===== src/rtl/div_unit_if.sv =====
// Handshake bundle between the execute stage and div_unit: operands and start/cancel in, busy/valid/HI/LO out.
interface div_unit_if #(parameter int DIV_W = 32);
    logic             div_start;
    logic             div_signed;
    logic [DIV_W-1:0] div_a;
    logic [DIV_W-1:0] div_b;
    logic             div_cancel;
    logic             div_busy;
    logic             div_valid;
    logic [DIV_W-1:0] div_hi;
    logic [DIV_W-1:0] div_lo;

    modport master (
        output div_start, div_signed, div_a, div_b, div_cancel,
        input  div_busy, div_valid, div_hi, div_lo
    );

    modport slave (
        input  div_start, div_signed, div_a, div_b, div_cancel,
        output div_busy, div_valid, div_hi, div_lo
    );
endinterface


===== src/rtl/div_unit.sv =====
// Radix-2 restoring 32-bit DIV/DIVU producing LO=quotient, HI=remainder; DIV_ZERO_FAST_EN skips CALC on a zero divisor.
// Latency: valid pulses 33 cycles after start (1 cycle for zero divisor when DIV_ZERO_FAST_EN is defined).
// Backpressure: none; busy stalls the pipeline, start is ignored outside IDLE, cancel aborts without writing HI/LO.
module div_unit #(
    parameter int DIV_W = 32
) (
    input  logic       clk,
    input  logic       resetn,
    div_unit_if.slave  div_if
);
    typedef enum logic [1:0] {S_IDLE, S_CALC, S_FIX, S_DONE} state_t;

    localparam logic [5:0] LAST_ITER = 6'(DIV_W - 1);

    state_t           r_state;
    state_t           w_state_nxt;
    logic [5:0]       r_cnt;
    logic [DIV_W-1:0] r_rem;
    logic [DIV_W-1:0] r_quo;
    logic [DIV_W-1:0] r_dvs;
    logic [DIV_W-1:0] r_a;
    logic             r_neg_q;
    logic             r_neg_r;
    logic [DIV_W-1:0] r_hi;
    logic [DIV_W-1:0] r_lo;

    logic             w_busy;
    logic             w_valid;
    logic             w_accept;
    logic [DIV_W-1:0] w_a_mag;
    logic [DIV_W-1:0] w_b_mag;
    logic [DIV_W:0]   w_shift;
    logic [DIV_W:0]   w_diff;
    logic [DIV_W-1:0] w_q_fix;
    logic [DIV_W-1:0] w_r_fix;

    assign w_accept = (r_state == S_IDLE) && div_if.div_start && !div_if.div_cancel;
    assign w_a_mag  = (div_if.div_signed && div_if.div_a[DIV_W-1]) ? -div_if.div_a : div_if.div_a;
    assign w_b_mag  = (div_if.div_signed && div_if.div_b[DIV_W-1]) ? -div_if.div_b : div_if.div_b;

    // The shifted remainder can reach 2*divisor-1, hence the 33-bit trial subtract.
    assign w_shift  = {r_rem, r_quo[DIV_W-1]};
    assign w_diff   = w_shift - {1'b0, r_dvs};
    assign w_q_fix  = r_neg_q ? -r_quo : r_quo;
    assign w_r_fix  = r_neg_r ? -r_rem : r_rem;

    always_comb begin
        w_state_nxt = r_state;
        w_busy      = 1'b0;
        w_valid     = 1'b0;
        case (r_state)
            S_IDLE: begin
                if (w_accept) begin
`ifdef DIV_ZERO_FAST_EN
                    w_state_nxt = (div_if.div_b == '0) ? S_FIX : S_CALC;
`else
                    w_state_nxt = S_CALC;
`endif
                end
            end
            S_CALC: begin
                w_busy = 1'b1;
                if (r_cnt == LAST_ITER) begin
                    w_state_nxt = S_FIX;
                end
            end
            S_FIX: begin
                w_busy      = 1'b1;
                w_state_nxt = S_DONE;
            end
            S_DONE: begin
                w_valid     = 1'b1;
                w_state_nxt = S_IDLE;
            end
            default: w_state_nxt = S_IDLE;
        endcase
        if (div_if.div_cancel) begin
            w_state_nxt = S_IDLE;
            w_valid     = 1'b0;
        end
    end

    always_ff @(posedge clk) begin
        if (!resetn) begin
            r_state <= S_IDLE;
        end else begin
            r_state <= w_state_nxt;
        end
    end

    always_ff @(posedge clk) begin
        if (!resetn) begin
            r_cnt   <= '0;
            r_rem   <= '0;
            r_quo   <= '0;
            r_dvs   <= '0;
            r_a     <= '0;
            r_neg_q <= 1'b0;
            r_neg_r <= 1'b0;
            r_hi    <= '0;
            r_lo    <= '0;
        end else if (!div_if.div_cancel) begin
            case (r_state)
                S_IDLE: begin
                    if (w_accept) begin
                        r_cnt   <= '0;
                        r_rem   <= '0;
                        r_quo   <= w_a_mag;
                        r_dvs   <= w_b_mag;
                        r_a     <= div_if.div_a;
                        r_neg_q <= div_if.div_signed && (div_if.div_a[DIV_W-1] ^ div_if.div_b[DIV_W-1]);
                        r_neg_r <= div_if.div_signed && div_if.div_a[DIV_W-1];
                    end
                end
                S_CALC: begin
                    r_cnt <= r_cnt + 6'd1;
                    if (!w_diff[DIV_W]) begin
                        r_rem <= w_diff[DIV_W-1:0];
                        r_quo <= {r_quo[DIV_W-2:0], 1'b1};
                    end else begin
                        r_rem <= w_shift[DIV_W-1:0];
                        r_quo <= {r_quo[DIV_W-2:0], 1'b0};
                    end
                end
                S_FIX: begin
                    // A zero divisor has a zero magnitude in either mode.
                    if (r_dvs == '0) begin
                        r_lo <= '1;
                        r_hi <= r_a;
                    end else begin
                        r_lo <= w_q_fix;
                        r_hi <= w_r_fix;
                    end
                end
                default: ;
            endcase
        end
    end

    assign div_if.div_busy  = w_busy;
    assign div_if.div_valid = w_valid;
    assign div_if.div_hi    = r_hi;
    assign div_if.div_lo    = r_lo;
endmodule


===== src/flat_wrapper.sv =====
// flat-port wrapper written by rule: the top's interface ports become plain ports
module div_unit_flat 
#(
    parameter int DIV_W = 32
)
  (clk, resetn, div_if_div_start, div_if_div_signed, div_if_div_a, div_if_div_b, div_if_div_cancel, div_if_div_busy, div_if_div_valid, div_if_div_hi, div_if_div_lo);
  div_unit_if #(.DIV_W(DIV_W)) div_if_i ();
  input  logic clk;
  input  logic resetn;
  input wire logic [$bits(div_if_i.div_start)-1:0] div_if_div_start;
  input wire logic [$bits(div_if_i.div_signed)-1:0] div_if_div_signed;
  input wire logic [$bits(div_if_i.div_a)-1:0] div_if_div_a;
  input wire logic [$bits(div_if_i.div_b)-1:0] div_if_div_b;
  input wire logic [$bits(div_if_i.div_cancel)-1:0] div_if_div_cancel;
  output wire logic [$bits(div_if_i.div_busy)-1:0] div_if_div_busy;
  output wire logic [$bits(div_if_i.div_valid)-1:0] div_if_div_valid;
  output wire logic [$bits(div_if_i.div_hi)-1:0] div_if_div_hi;
  output wire logic [$bits(div_if_i.div_lo)-1:0] div_if_div_lo;
  assign div_if_i.div_start = div_if_div_start;
  assign div_if_i.div_signed = div_if_div_signed;
  assign div_if_i.div_a = div_if_div_a;
  assign div_if_i.div_b = div_if_div_b;
  assign div_if_i.div_cancel = div_if_div_cancel;
  assign div_if_div_busy = div_if_i.div_busy;
  assign div_if_div_valid = div_if_i.div_valid;
  assign div_if_div_hi = div_if_i.div_hi;
  assign div_if_div_lo = div_if_i.div_lo;
  div_unit #(.DIV_W(DIV_W)) u_core (.clk(clk), .resetn(resetn), .div_if(div_if_i));
endmodule

===== config.mk =====
export PLATFORM = sky130hd
export DESIGN_NAME = div_unit_flat
export DESIGN_NICKNAME = d
export VERILOG_FILES = /design/src/rtl/div_unit_if.sv /design/src/rtl/div_unit.sv /design/src/flat_wrapper.sv
export SDC_FILE = /design/constraint.sdc
export NUM_CORES = 1
export LEC_CHECK = 0
export BUFFER_PORTS_ARGS = -buffer_cell sky130_fd_sc_hd__clkbuf_2
export CAP_MARGIN = 20
export CORE_ASPECT_RATIO = 1.5
export CORE_MARGIN = 2
export CORE_UTILIZATION = 45
export DETAILED_ROUTE_END_ITERATION = 12
export SYNTH_ARGS = -nofsm -noshare
export SYNTH_HDL_FRONTEND = slang
export SYNTH_SLANG_ARGS = --single-unit

===== constraint.sdc =====
create_clock -name clk -period 6.3 [get_ports clk]
set_input_delay 0.315 -clock clk [delete_from_list [all_inputs] [get_ports clk]]
set_output_delay 0.315 -clock clk [all_outputs]
set_load 0.02 [all_outputs]

## Word level (Yosys, flattened, before mapping)

Cells that the tools add are included.
W data, S select, Z words.

| operators by class | value |
|---|---|
| reductions and logical operators | 15 |
| bitwise logic cells | 3 |
| add/subtract/negate cells | 6 |
| eq/ne operators | 6 |
| muxes and demuxes | 20 |

Operator list:

| cell | number |
|---|---|
| $mux W32 | 9 |
| $neg A32 Y32 | 4 |
| $pmux W32 S2 | 2 |
| $sub A33 B32 Y33 | 1 |
| $logic_not A32 Y1 | 1 |
| $pmux W6 S2 | 1 |
| $pmux W2 S4 | 1 |
| $add A6 B1 Y6 const B | 1 |
| $eq A6 B5 Y1 const B | 1 |
| $mux W6 | 1 |
| $reduce_and A3 Y1 | 2 |
| $logic_and A1 B1 Y1 | 5 |
| $eq A2 B2 Y1 const B | 2 |
| $mux W1 | 4 |
| $mux W2 | 2 |
| $ne A2 B1 Y1 const B | 2 |
| $reduce_and A2 Y1 | 2 |
| $reduce_or A2 Y1 | 2 |
| $eq A2 B1 Y1 const B | 1 |
| $logic_not A2 Y1 | 1 |
| $not A1 Y1 | 2 |
| $reduce_bool A2 Y1 | 1 |
| $logic_not A1 Y1 | 1 |
| $xor A1 B1 Y1 | 1 |

| storage, ports and cells | value |
|---|---|
| output and inout port bits | 66 |
| word-level logic and storage cells | 60 |
| register bits after elaboration | 202 |

## Longest topological paths before layout

| logic depth | value |
|---|---|
| word-level depth | 5 |
| mapped depth | 14 |

## Least setup slack after synthesis

OpenSTA, ideal clock, no wires.

| timing | value |
|---|---|
| kind | register to register |
| from | reg u_core.r_quo[31] |
| to | reg u_core.r_rem[22] |
| arrival time | 3.140 ns |
| period minus slack after synthesis | 3.209 ns |
| stages on the path, launching flop included | 14 |
| setup time | 0.069 ns |
| setup slack | 3.091 ns |
| cells stage by stage | dfxtp_1 inv_1 ha_1 fa_1 nand2b_1 a211oi_1 o21ai_0 o31ai_1 a21o_1 a41oi_2 xnor2_2 nand2_1 buf_2 o21ai_1 |

| between the ends | value |
|---|---|
| cells in the longest elaborated chain, start to end | 3 |

RTL lines:

| item | line | RTL |
|---|---|---|
| start: declaration | div_unit.sv:19 | `logic [DIV_W-1:0] r_quo;` |
| start signal: assignment | div_unit.sv:108 | `r_quo <= w_a_mag;` |
| start signal: assignment | div_unit.sv:119 | `r_quo <= {r_quo[DIV_W-2:0], 1'b1};` |
| start signal: assignment | div_unit.sv:122 | `r_quo <= {r_quo[DIV_W-2:0], 1'b0};` |
| $sub A33 B32 Y33 | div_unit.sv:43 | `assign w_diff = w_shift - {1'b0, r_dvs};` |
| $mux W32 | div_unit.sv:117 | `if (!w_diff[DIV_W]) begin` |
| $pmux W32 S2 | div_unit.sv:103 | `case (r_state)` |
| end signal: assignment | div_unit.sv:118 | `r_rem <= w_diff[DIV_W-1:0];` |
| end signal: assignment | div_unit.sv:121 | `r_rem <= w_shift[DIV_W-1:0];` |
| end: declaration | div_unit.sv:18 | `logic [DIV_W-1:0] r_rem;` |

Every way passes these cells.
A chain may end at the register's enable or synchronous reset.

## Final worst setup path

| timing | value |
|---|---|
| from | reg u_core.r_quo[31] |
| to | reg u_core.r_rem[25] |

Same word-level chain as after synthesis.

==> flow_metrics.env <==
export IMPL_status="finished, final reports clean"
export IMPL_vias_per_cell=5.70
export IMPL_synth_top_area_share_pct=33.5
export IMPL_drive_above_1_share_pct=12.5
export IMPL_synth_cell_types=71
export IMPL_rr_endpoint="u_core.r_rem[25]"
export IMPL_grt_pass1_vias=10900
export IMPL_mappedNetlistNets=1690
export IMPL_finalHoldViolations=0
export IMPL_grt_pass1_wl_um=57600
export IMPL_coreArea_um2=26400
export IMPL_hp_class="in -> reg"
export IMPL_hpwl_um=27700
export IMPL_worst_endpoint_required_ns=6.75
export IMPL_maxCapViolations=0
export IMPL_synthCells=1578
export IMPL_antenna_found_initial=0
export IMPL_fmax_mhz=230
export IMPL_routed_wl_um=36800
export IMPL_post_drt_wl_per_cell_um=18.4
export IMPL_synth_seq_cells=202
export IMPL_clock_latency_ns=0.51
export IMPL_clock_sinks=202
export IMPL_ios=135
export IMPL_cts_tree="done"
export IMPL_dieArea_um2=28100
export IMPL_slew_headroom_pct=28.4
export IMPL_post_route_drc_count=0
export IMPL_ir_worst_vdd_uv=154
export IMPL_cts_htree_levels=1
export IMPL_portBuffers=134
export IMPL_setup_viol=0
export IMPL_postSynthAreaPerCell_um2=7.64
export IMPL_initial_core_util_pct=45.7
export IMPL_fin_crit_ns=4.35
export IMPL_grt_max_degree=93
export IMPL_synthTopCellsByArea="dfxtp_1, xor2_1, a21oi_1"
export IMPL_die_x_um=138
export IMPL_async_reset_ff_share_pct=0
export IMPL_num_rows=73
export IMPL_cts_path_max_buffers=3
export IMPL_synth_edff_count=0
export IMPL_routabilityCongestion=0.903
export IMPL_rsz0062_at_grt="no"
export IMPL_num_antenna_cells=0
export IMPL_path_max_fanout=11
export IMPL_worst_pin_slew_ns=1.07
export IMPL_cp_endpoint="u_core.r_rem[25]"
export IMPL_ant_nets=0
export IMPL_power_density_nw_per_um2=228
export IMPL_min_delay_start="div_if_div_a[13]"
export IMPL_finalCritPeriodShare_pct=69.1
export IMPL_nets=1759
export IMPL_setup_tns_ns=0
export IMPL_cts_root_buf="clkbuf_16"
export IMPL_syn_to_final_growth_pct=12.6
export IMPL_path_class="reg -> reg"
export IMPL_cts_buffers=21
export IMPL_drv_slew=0
export IMPL_cp_startpoint="u_core.r_quo[31]"
export IMPL_vias=11400
export IMPL_holdBufCountCts=0
export IMPL_track_usage_pct=26.1
export IMPL_post_cts_setup_buffers=0
export IMPL_drtPass1Iterations=6
export IMPL_ys_flop_type="dfxtp_1"
export IMPL_r2r_setup_slack_ns=1.95
export IMPL_cp_start_kind="register"
export IMPL_ctsResizeCount=0
export IMPL_syn_area_um2=12100
export IMPL_synth_seq_area_share_pct=33.5
export IMPL_finClkSkew_ns=0.00968
export IMPL_synth_largest_area_cell="dfxtp_1"
export IMPL_netlist_top_cells_count="nand2_1, dfxtp_1, a21oi_1, nor2_1, o21ai_0"
export IMPL_endpoint_kind="register"
export IMPL_fp_dieH_um=204
export IMPL_yosysMostFrequentCell="nand2_1"
export IMPL_clk_pin_slew_ns=0.06
export IMPL_yosysWarningCount=0
export IMPL_power_leakage_nw=5.31
export IMPL_r2r_cells=13
export IMPL_dr_first_iter_drc_count=497
export IMPL_worstReg2RegStart="u_core.r_quo[31]"
export IMPL_holdWs_ns=0.0773
export IMPL_arrival_ns=4.81
export IMPL_grt_overflow_total=0
## logic make-up after synthesis
logic type	Yosys count	synth area share, %
XOR/XNOR	147	10.8
flip-flops	202	33.5
AO/OA/AOI/OAI	481	24.6
multiplexers	15	1.25
AND/OR/NAND/NOR	538	20.5
adder cells (fa/ha/maj)	43	4.53
buffers and inverters	152	4.79
## critical path, stage by stage (launching register included)
cell and delay [ns]:
dfxtp_1 0.35, inv_1 0.07, ha_1 0.21, fa_1 0.38, nand2b_1 0.20, a211oi_1 0.39
o21ai_0 0.22, o31ai_1 0.52, a21o_1 0.28, a41oi_2 0.22, xnor2_2 0.63, nand2_1 0.43
a31o_2 0.33, nand2_1 0.05
## worst min-delay path by stage
stage,to,depth (start not counted)
2_1_floorplan,u_core.r_a[0],2
6_report,u_core.r_a[13],3
4_1_cts,u_core.r_a[24],3
3_5_place_dp,u_core.r_a[26],2
3_3_place_gp,u_core.r_a[31],2
5_1_grt,u_core.r_a[13],3
## metal layers
| metal | GRT usage [%] | wire length [um] | vias to the layer above |
|---|---|---|---|
| li1 | - | - | 5741 |
| met1 | 28.1 | 14000 | 5312 |
| met2 | 48.5 | 19400 | 249 |
| met3 | 2.68 | 1290 | 86 |
| met4 | 14.6 | 2080 | 0 |
| met5 | 0 | 0 | - |
## registers in the layout, indices dropped and copies added (netlist names)
name / cells
u_core.r_quo: 32
u_core.div_if.div_hi: 32
u_core.r_neg_r: 1
u_core.r_neg_q: 1
u_core.r_state: 2
u_core.r_rem: 32
u_core.r_cnt: 6
u_core.div_if.div_lo: 32
u_core.r_dvs: 32
u_core.r_a: 32
## final cells by class
type | instances | area (um2)
multi-input cells | 1224 | 7450
inverters | 48 | 181
well taps | 337 | 422
clock buffers | 34 | 644
flip-flops and latches | 202 | 4040
fillers | 2678 | 12800
repair buffers | 150 | 791
clock inverters | 3 | 42.5
## power breakdown
group | leakage, nW | internal [mW] | switching, mW | total (mW)
sequential | 1.64 | 1.32 | 0.0445 | 1.36
combinational | 3.34 | 0.170 | 0.297 | 0.467
clock | 0.334 | 0.738 | 0.528 | 1.27
## per-stage QoR
step / power, mW / setup slack (ns) / area [um2] / utilization, % / instances
finish: 3.10 / 1.95 / 13600 / 51.4 / 1998
global route: 3.23 / 1.70 / 13600 / 51.4 / 1998
CTS: 3.12 / 1.95 / 13600 / 51.4 / 1998
detailed placement: 1.86 / 2.01 / 12900 / 48.8 / 1961
global placement: 1.85 / 2.11 / 12900 / 48.8 / 1961
floorplan: 1.70 / 3.09 / 12100 / - / 1578
## cells in the final DEF (no fill, tap or decap), types with 6 or more instances in the layout
cell / netlist / routed
or4_1: 15 / 15
nand4_1: 10 / 10
xor2_1: 97 / 97
a31oi_1: 18 / 18
nand2b_1: 17 / 17
clkbuf_1: 92 / 6
a211oi_1: 43 / 43
a311oi_1: 14 / 14
nor4_1: 21 / 21
clkbuf_8: 0 / 7
dfxtp_1: 202 / 202
o21ai_1: 28 / 28
nor3_1: 19 / 19
xnor2_1: 48 / 48
a21oi_1: 169 / 169
o21ai_0: 100 / 100
clkbuf_16: 0 / 21
inv_1: 47 / 47
nor2b_1: 8 / 7
o41ai_1: 13 / 13
a21o_1: 13 / 13
nand3_1: 38 / 38
clkbuf_2: 0 / 134
nor2_1: 136 / 134
ha_1: 42 / 41
o211ai_1: 13 / 13
or3_1: 20 / 20
nand2_1: 223 / 223
a32oi_1: 12 / 12
o31ai_1: 27 / 27
mux2i_1: 15 / 15
buf_4: 0 / 16
(Power assumes the default switching activity.)
